==> src/rtl/wb_burst_master.sv <==
// Wishbone B3 burst master: one command at a time, classic single cycle or linear
// incrementing burst, write beats pulled from a stream and read beats pushed to one.
module wb_burst_master #(
  parameter int unsigned AW          = 32,
  parameter int unsigned DW          = 32,
  parameter int unsigned LENW        = 4,
  parameter int unsigned TIMEOUT_CYC = 64
) (
  input  logic              wb_clk_i,
  input  logic              wb_rst_n_i,
  input  logic              cmd_valid_i,
  output logic              cmd_ready_o,
  input  logic [AW-1:0]     cmd_addr_i,
  input  logic              cmd_we_i,
  input  logic [LENW-1:0]   cmd_len_i,
  input  logic [DW/8-1:0]   cmd_sel_i,
  input  logic              wr_valid_i,
  input  logic [DW-1:0]     wr_data_i,
  output logic              wr_ready_o,
  output logic              rd_valid_o,
  output logic [DW-1:0]     rd_data_o,
  output logic              done_o,
  output logic              done_err_o,
  output logic              wb_cyc_o,
  output logic              wb_stb_o,
  output logic              wb_we_o,
  output logic [AW-1:0]     wb_addr_o,
  output logic [DW-1:0]     wb_dat_o,
  output logic [DW/8-1:0]   wb_sel_o,
  output logic [2:0]        wb_cti_o,
  output logic [1:0]        wb_bte_o,
  input  logic [DW-1:0]     wb_dat_i,
  input  logic              wb_ack_i
);

  localparam int unsigned SW = DW / 8;
  localparam int unsigned TW = (TIMEOUT_CYC > 1) ? $clog2(TIMEOUT_CYC) : 1;

  localparam logic [2:0] CTI_CLASSIC = 3'b000;
  localparam logic [2:0] CTI_INCR    = 3'b010;
  localparam logic [2:0] CTI_END     = 3'b111;

  typedef enum logic [1:0] {IDLE, LOAD, BUS, DONE} state_t;

  state_t            state_q, state_d;
  logic [LENW-1:0]   beats_q, beats_d;
  logic [TW-1:0]     tmo_q, tmo_d;
  logic              err_q, err_d;

  logic              cmd_ready_d, wr_ready_d, rd_valid_d, done_d, done_err_d;
  logic              cyc_d, stb_d, we_d;
  logic [DW-1:0]     rd_data_d, dat_d;
  logic [AW-1:0]     addr_d;
  logic [SW-1:0]     sel_d;
  logic [2:0]        cti_d;

  logic              bus_ack;
  logic [LENW-1:0]   beats_dec;

  // Only an ack against a live strobe counts.
  assign bus_ack   = wb_stb_o & wb_ack_i;
  assign beats_dec = beats_q - LENW'(1);
  assign wb_bte_o  = 2'b00;

  // Next-state and next-output logic.
  always_comb begin
    state_d     = state_q;
    beats_d     = beats_q;
    tmo_d       = tmo_q;
    err_d       = err_q;
    cmd_ready_d = cmd_ready_o;
    wr_ready_d  = wr_ready_o;
    rd_valid_d  = 1'b0;
    rd_data_d   = rd_data_o;
    done_d      = 1'b0;
    done_err_d  = 1'b0;
    cyc_d       = wb_cyc_o;
    stb_d       = wb_stb_o;
    we_d        = wb_we_o;
    addr_d      = wb_addr_o;
    dat_d       = wb_dat_o;
    sel_d       = wb_sel_o;
    cti_d       = wb_cti_o;

    case (state_q)
      IDLE: begin
        cmd_ready_d = 1'b1;
        if (cmd_valid_i && cmd_ready_o) begin
          cmd_ready_d = 1'b0;
          addr_d      = cmd_addr_i;
          we_d        = cmd_we_i;
          sel_d       = cmd_sel_i;
          beats_d     = cmd_len_i;
          tmo_d       = '0;
          err_d       = 1'b0;
          cti_d       = (cmd_len_i == LENW'(1)) ? CTI_CLASSIC : CTI_INCR;
          if (cmd_len_i == '0) begin
            err_d   = 1'b1;
            state_d = DONE;
          end else if (cmd_we_i) begin
            wr_ready_d = 1'b1;
            state_d    = LOAD;
          end else begin
            cyc_d   = 1'b1;
            stb_d   = 1'b1;
            state_d = BUS;
          end
        end
      end

      LOAD: begin
        if (wr_valid_i && wr_ready_o) begin
          dat_d      = wr_data_i;
          cyc_d      = 1'b1;
          stb_d      = 1'b1;
          wr_ready_d = 1'b0;
          tmo_d      = '0;
          state_d    = BUS;
        end
      end

      BUS: begin
        if (bus_ack) begin
          addr_d  = wb_addr_o + AW'(SW);
          beats_d = beats_dec;
          tmo_d   = '0;
          if (!wb_we_o) begin
            rd_data_d  = wb_dat_i;
            rd_valid_d = 1'b1;
          end
          if (beats_q == LENW'(1)) begin
            cyc_d   = 1'b0;
            stb_d   = 1'b0;
            err_d   = 1'b0;
            state_d = DONE;
          end else begin
            // More than one beat left implies a burst, so CTI is incrementing or end.
            cti_d = (beats_dec == LENW'(1)) ? CTI_END : CTI_INCR;
            if (wb_we_o) begin
              stb_d      = 1'b0;
              wr_ready_d = 1'b1;
              state_d    = LOAD;
            end
          end
        end else if (tmo_q == TW'(TIMEOUT_CYC - 1)) begin
          cyc_d   = 1'b0;
          stb_d   = 1'b0;
          err_d   = 1'b1;
          state_d = DONE;
        end else begin
          tmo_d = tmo_q + TW'(1);
        end
      end

      DONE: begin
        done_d      = 1'b1;
        done_err_d  = err_q;
        cmd_ready_d = 1'b1;
        state_d     = IDLE;
      end

      default: state_d = IDLE;
    endcase
  end

  // State and registered outputs.
  always_ff @(posedge wb_clk_i or negedge wb_rst_n_i) begin
    if (!wb_rst_n_i) begin
      state_q     <= IDLE;
      beats_q     <= '0;
      tmo_q       <= '0;
      err_q       <= 1'b0;
      cmd_ready_o <= 1'b0;
      wr_ready_o  <= 1'b0;
      rd_valid_o  <= 1'b0;
      rd_data_o   <= '0;
      done_o      <= 1'b0;
      done_err_o  <= 1'b0;
      wb_cyc_o    <= 1'b0;
      wb_stb_o    <= 1'b0;
      wb_we_o     <= 1'b0;
      wb_addr_o   <= '0;
      wb_dat_o    <= '0;
      wb_sel_o    <= '0;
      wb_cti_o    <= 3'b000;
    end else begin
      state_q     <= state_d;
      beats_q     <= beats_d;
      tmo_q       <= tmo_d;
      err_q       <= err_d;
      cmd_ready_o <= cmd_ready_d;
      wr_ready_o  <= wr_ready_d;
      rd_valid_o  <= rd_valid_d;
      rd_data_o   <= rd_data_d;
      done_o      <= done_d;
      done_err_o  <= done_err_d;
      wb_cyc_o    <= cyc_d;
      wb_stb_o    <= stb_d;
      wb_we_o     <= we_d;
      wb_addr_o   <= addr_d;
      wb_dat_o    <= dat_d;
      wb_sel_o    <= sel_d;
      wb_cti_o    <= cti_d;
    end
  end

endmodule

==> config.mk <==
export PLATFORM = sky130hd
export DESIGN_NAME = wb_burst_master
export DESIGN_NICKNAME = d
export VERILOG_FILES = /design/src/rtl/wb_burst_master.sv
export SDC_FILE = /design/constraint.sdc
export NUM_CORES = 1
export LEC_CHECK = 0
export ABC_AREA = 0
export BUFFER_PORTS_ARGS = -buffer_cell sky130_fd_sc_hd__buf_2
export CAP_MARGIN = 25
export CORE_MARGIN = 2
export CORE_UTILIZATION = 33
export DETAILED_ROUTE_END_ITERATION = 12
export PLACE_DENSITY = 0.58
export SYNTH_ARGS = -nofsm -noshare
export SYNTH_HDL_FRONTEND = slang
export SYNTH_SLANG_ARGS = --single-unit
export TNS_END_PERCENT = 50
==> constraint.sdc <==
create_clock -name wb_clk_i -period 2.4 [get_ports wb_clk_i]
set_input_delay 0.12 -clock wb_clk_i [delete_from_list [all_inputs] [get_ports wb_clk_i]]
set_output_delay 0.12 -clock wb_clk_i [all_outputs]
set_load 0.02 [all_outputs]
==> reports/summary.txt <==
Critical Path Source: state_q[0]$_DFFE_PN0P_
Yosys Warn Count: 0
P per Cell Area: 1377 mW/mm2
clk sink count: 123
GPL Wtd Cong: 0.8737
clock skew: 0.01042 ns
fmax: 0.4824 GHz
grt total ovfl: 0
Async SR Flop Fraction: 1.000
drt total wl: 19300 um
critical path cell sequence: inv_1 -> ha_1 -> a21boi_0 -> buf_4 -> nor3_2 -> buf_4 -> and3_1 -> a211oi_1
row count: 49
Synth area leader: dfrtp_1
clock latency on the worst-skew pair: 0.41 ns
outcome: finished clean
initial antenna violation count: 0
Final Cell Area: 0.009056 mm2
htree depth: 4
setup bufs post-CTS: 0
peak supply drop: 0.0007397 V
Critical Path Max Stage Delay: 0.41 ns
Crit. End Element: register
cells on worst reg2reg path: 8
routed vias: 5651
Post-synth EDFFs: 0
Post-Place Worst Slack: 0.3228 ns
cts bufs inserted: 17
Final Setup Violations: 0
critical path class: register to register
final antenna-violating net count: 0
antenna cells: 0
Psw: 5.257 mW
setup TNS: 0 ns
RSZ-0062 raised after global routing: false
die height: 139.6 um
largest net degree at the start of global routing: 48
number of fill cells: 1625
count of buffer and inverter cells on the critical path: 3
Slew headroom: 0.6343
Pint: 7.211 mW
R2R Setup Slk: 0.33 ns
gr usage total: 0.1987
Period Utilization, post-route: 0.8637
DP Wirelength: 12860 um
Core Area: 0.01802 mm2
Slew Limit Fails: 0
worst r2r src: state_q[0]$_DFFE_PN0P_
Seq pwr share: 0.308
Netlist Area Pre-Place: 0.006071 mm2
Initial Util: 0.3368
Yosys top cell area share: 0.5070
port bufs: 220
Worst Tran Pin Value: 0.5486 ns
fin cells: 1108
count of cell types in the netlist: 62
Placed Area: 0.007538 mm2
Iter 0 DRT Violations: 232
Via density: 5.100
Synth Instances: 540
sequential element share of the synthesized area: 0.5070
arrival time worst endpoint: 2.39 ns
max_cap viols: 0
#FFs+latches synth: 123
die width: 139.6 um
Synth top cells by count: 123 x dfrtp_1, 72 x mux2_2, 35 x nand2_1
clk root buf: clkbuf_16
post-DR wirelength/cell: 17.42 um
clock share of power: 0.223
min cycle time layout: 2.073 ns
R2R Path End: wb_addr_o[27]$_DFFE_PN0P_
worst-path fanout max: 17
Layout Nets: 985
area delta synth->final: 49.18%
type of origin of the critical path: register
worst endpoint required time: 2.72 ns
Post-CTS Hold Buffers: 88
Crit path top cell by count: buf_4
post-synthesis average cell area: 11.24 um2
Synth area leaders: dfrtp_1 51%, mux2_2 13%, nand2_1 2.2%, o22ai_1 2.1%, ha_1 1.9%
Crit path max-delay family: compound AO/OA/AOI/OAI gates
IO Pins: 223
most frequent cell after synthesis: dfrtp_1
Logic pwr share: 0.470
post_cts resized: 0
critical path capture point: wb_addr_o[27]$_DFFE_PN0P_
power after layout: 12.47 mW
drt pass-1 iters: 5
ys flop type: dfrtp_1
Inst Count DP: 988
Crit-path slowest cell: dfrtp_1
first-pass GRT wire length: 30690 um
Die ar.: 0.01950 mm2
Max clock buf depth: 2
vias in the first global route: 5528
clock-pin slew of the registers on the worst-case setup and hold paths: 0.06 ns
leakage power: 4.173 nW
CTS tree: built
layout cells sized above 1: 0.4278
DRC viols: 0
Crit path depth: 8
setup ws final: 0.3271 ns
min-delay worst type: primary input to register
sw frac: 0.4216
Fin. Hold Viols: 0
[per-layer routing]
| metal | vias to the layer above | global-route usage | share of wire |
|---|---|---|---|
| met1 | 2704 | 0.2637 | 0.44 |
| li1 | 2705 | - | - |
| met3 | 15 | 0.03716 | 0.060 |
| met2 | 227 | 0.3326 | 0.49 |
| met4 | 0 | 0.05842 | 0.010 |
| met5 | - | 0 | 0 |
[sequential cells by signal, indices dropped and copies added (netlist names), 2 cells and up]
name       count
rd_data_o     32
wb_addr_o     32
wb_dat_o      32
tmo_q          6
beats_q        4
wb_sel_o       4
state_q        2
wb_cti_o       2
[worst reg2reg max path, cell delays in order, from the launching register on]
cell      delay, ns
dfrtp_1        0.41
inv_1          0.09
ha_1           0.27
a21boi_0       0.33
buf_4          0.20
nor3_2         0.05
buf_4          0.21
and3_1         0.20
a211oi_1       0.22
[logic make-up after synthesis]
family,share of synthesized area
AOI/OAI and AO/OA,0.1239
muxes,0.1500
adders and majority gates,0.01855
and+or+nand+nor,0.1641
buffers and inverters,0.03586
DFF,0.5070
other,0.0006177
[worst min-delay path by stage]
stage	depth (start not counted)	endpoint	start	slack, ns
after floorplan	0	beats_q[0]$_DFFE_PN0P_	wb_rst_n_i	-0.18
after global placement	1	wb_dat_o[21]$_DFFE_PN0P_	wb_rst_n_i	0.14
final	3	wb_addr_o[7]$_DFFE_PN0P_	cmd_addr_i[7]	0.02
after detailed placement	1	wb_dat_o[0]$_DFFE_PN0P_	wb_rst_n_i	0.14
after CTS	3	wb_addr_o[7]$_DFFE_PN0P_	cmd_addr_i[7]	0.01
after global routing	3	wb_addr_o[25]$_DFFE_PN0P_	cmd_addr_i[25]	0.04
[power by group through the flow]
stage / combinational, mW / sequential, mW / clock [mW]
2_1_floorplan: 2.72 / 4.81 / 0
3_3_place_gp: 5.68 / 3.80 / 0
3_5_place_dp: 5.73 / 3.83 / 0
4_1_cts: 5.86 / 3.80 / 2.84
5_1_grt: 6.36 / 3.99 / 2.95
6_report: 5.86 / 3.84 / 2.77
[cells in the final DEF, fill, tap and decap left out, drive strengths merged, types with 19 or more instances in the layout]
cell type,instances
mux2,72
dfrtp,123
nor2,19
dlygate4sd3,88
nand3,24
buf,250
nand2,35
o22ai,20
o21ai,19
[cell type report]
class | instances | area (um2) | share of cell area
inverters | 11 | 41.29 | 0.004559
clock inverters | 14 | 207.7 | 0.02293
flip-flops and latches | 123 | 3078 | 0.3399
well taps | 229 | 286.5 | 0.03164
repair buffers | 338 | 2235 | 0.2468
multi-input cells | 375 | 2779 | 0.3069
clock buffers | 18 | 429.2 | 0.04739
[per-stage QoR]
stage | utilization | hold slack, ns
6_report | 0.5024 | 0.02302
2_1_floorplan | - | -0.1756
3_3_place_gp | 0.4182 | 0.1436
5_1_grt | 0.5024 | 0.03648
4_1_cts | 0.5024 | 0.009693
3_5_place_dp | 0.4182 | 0.1385
No activity file was read; power rests on OpenSTA's default activity.
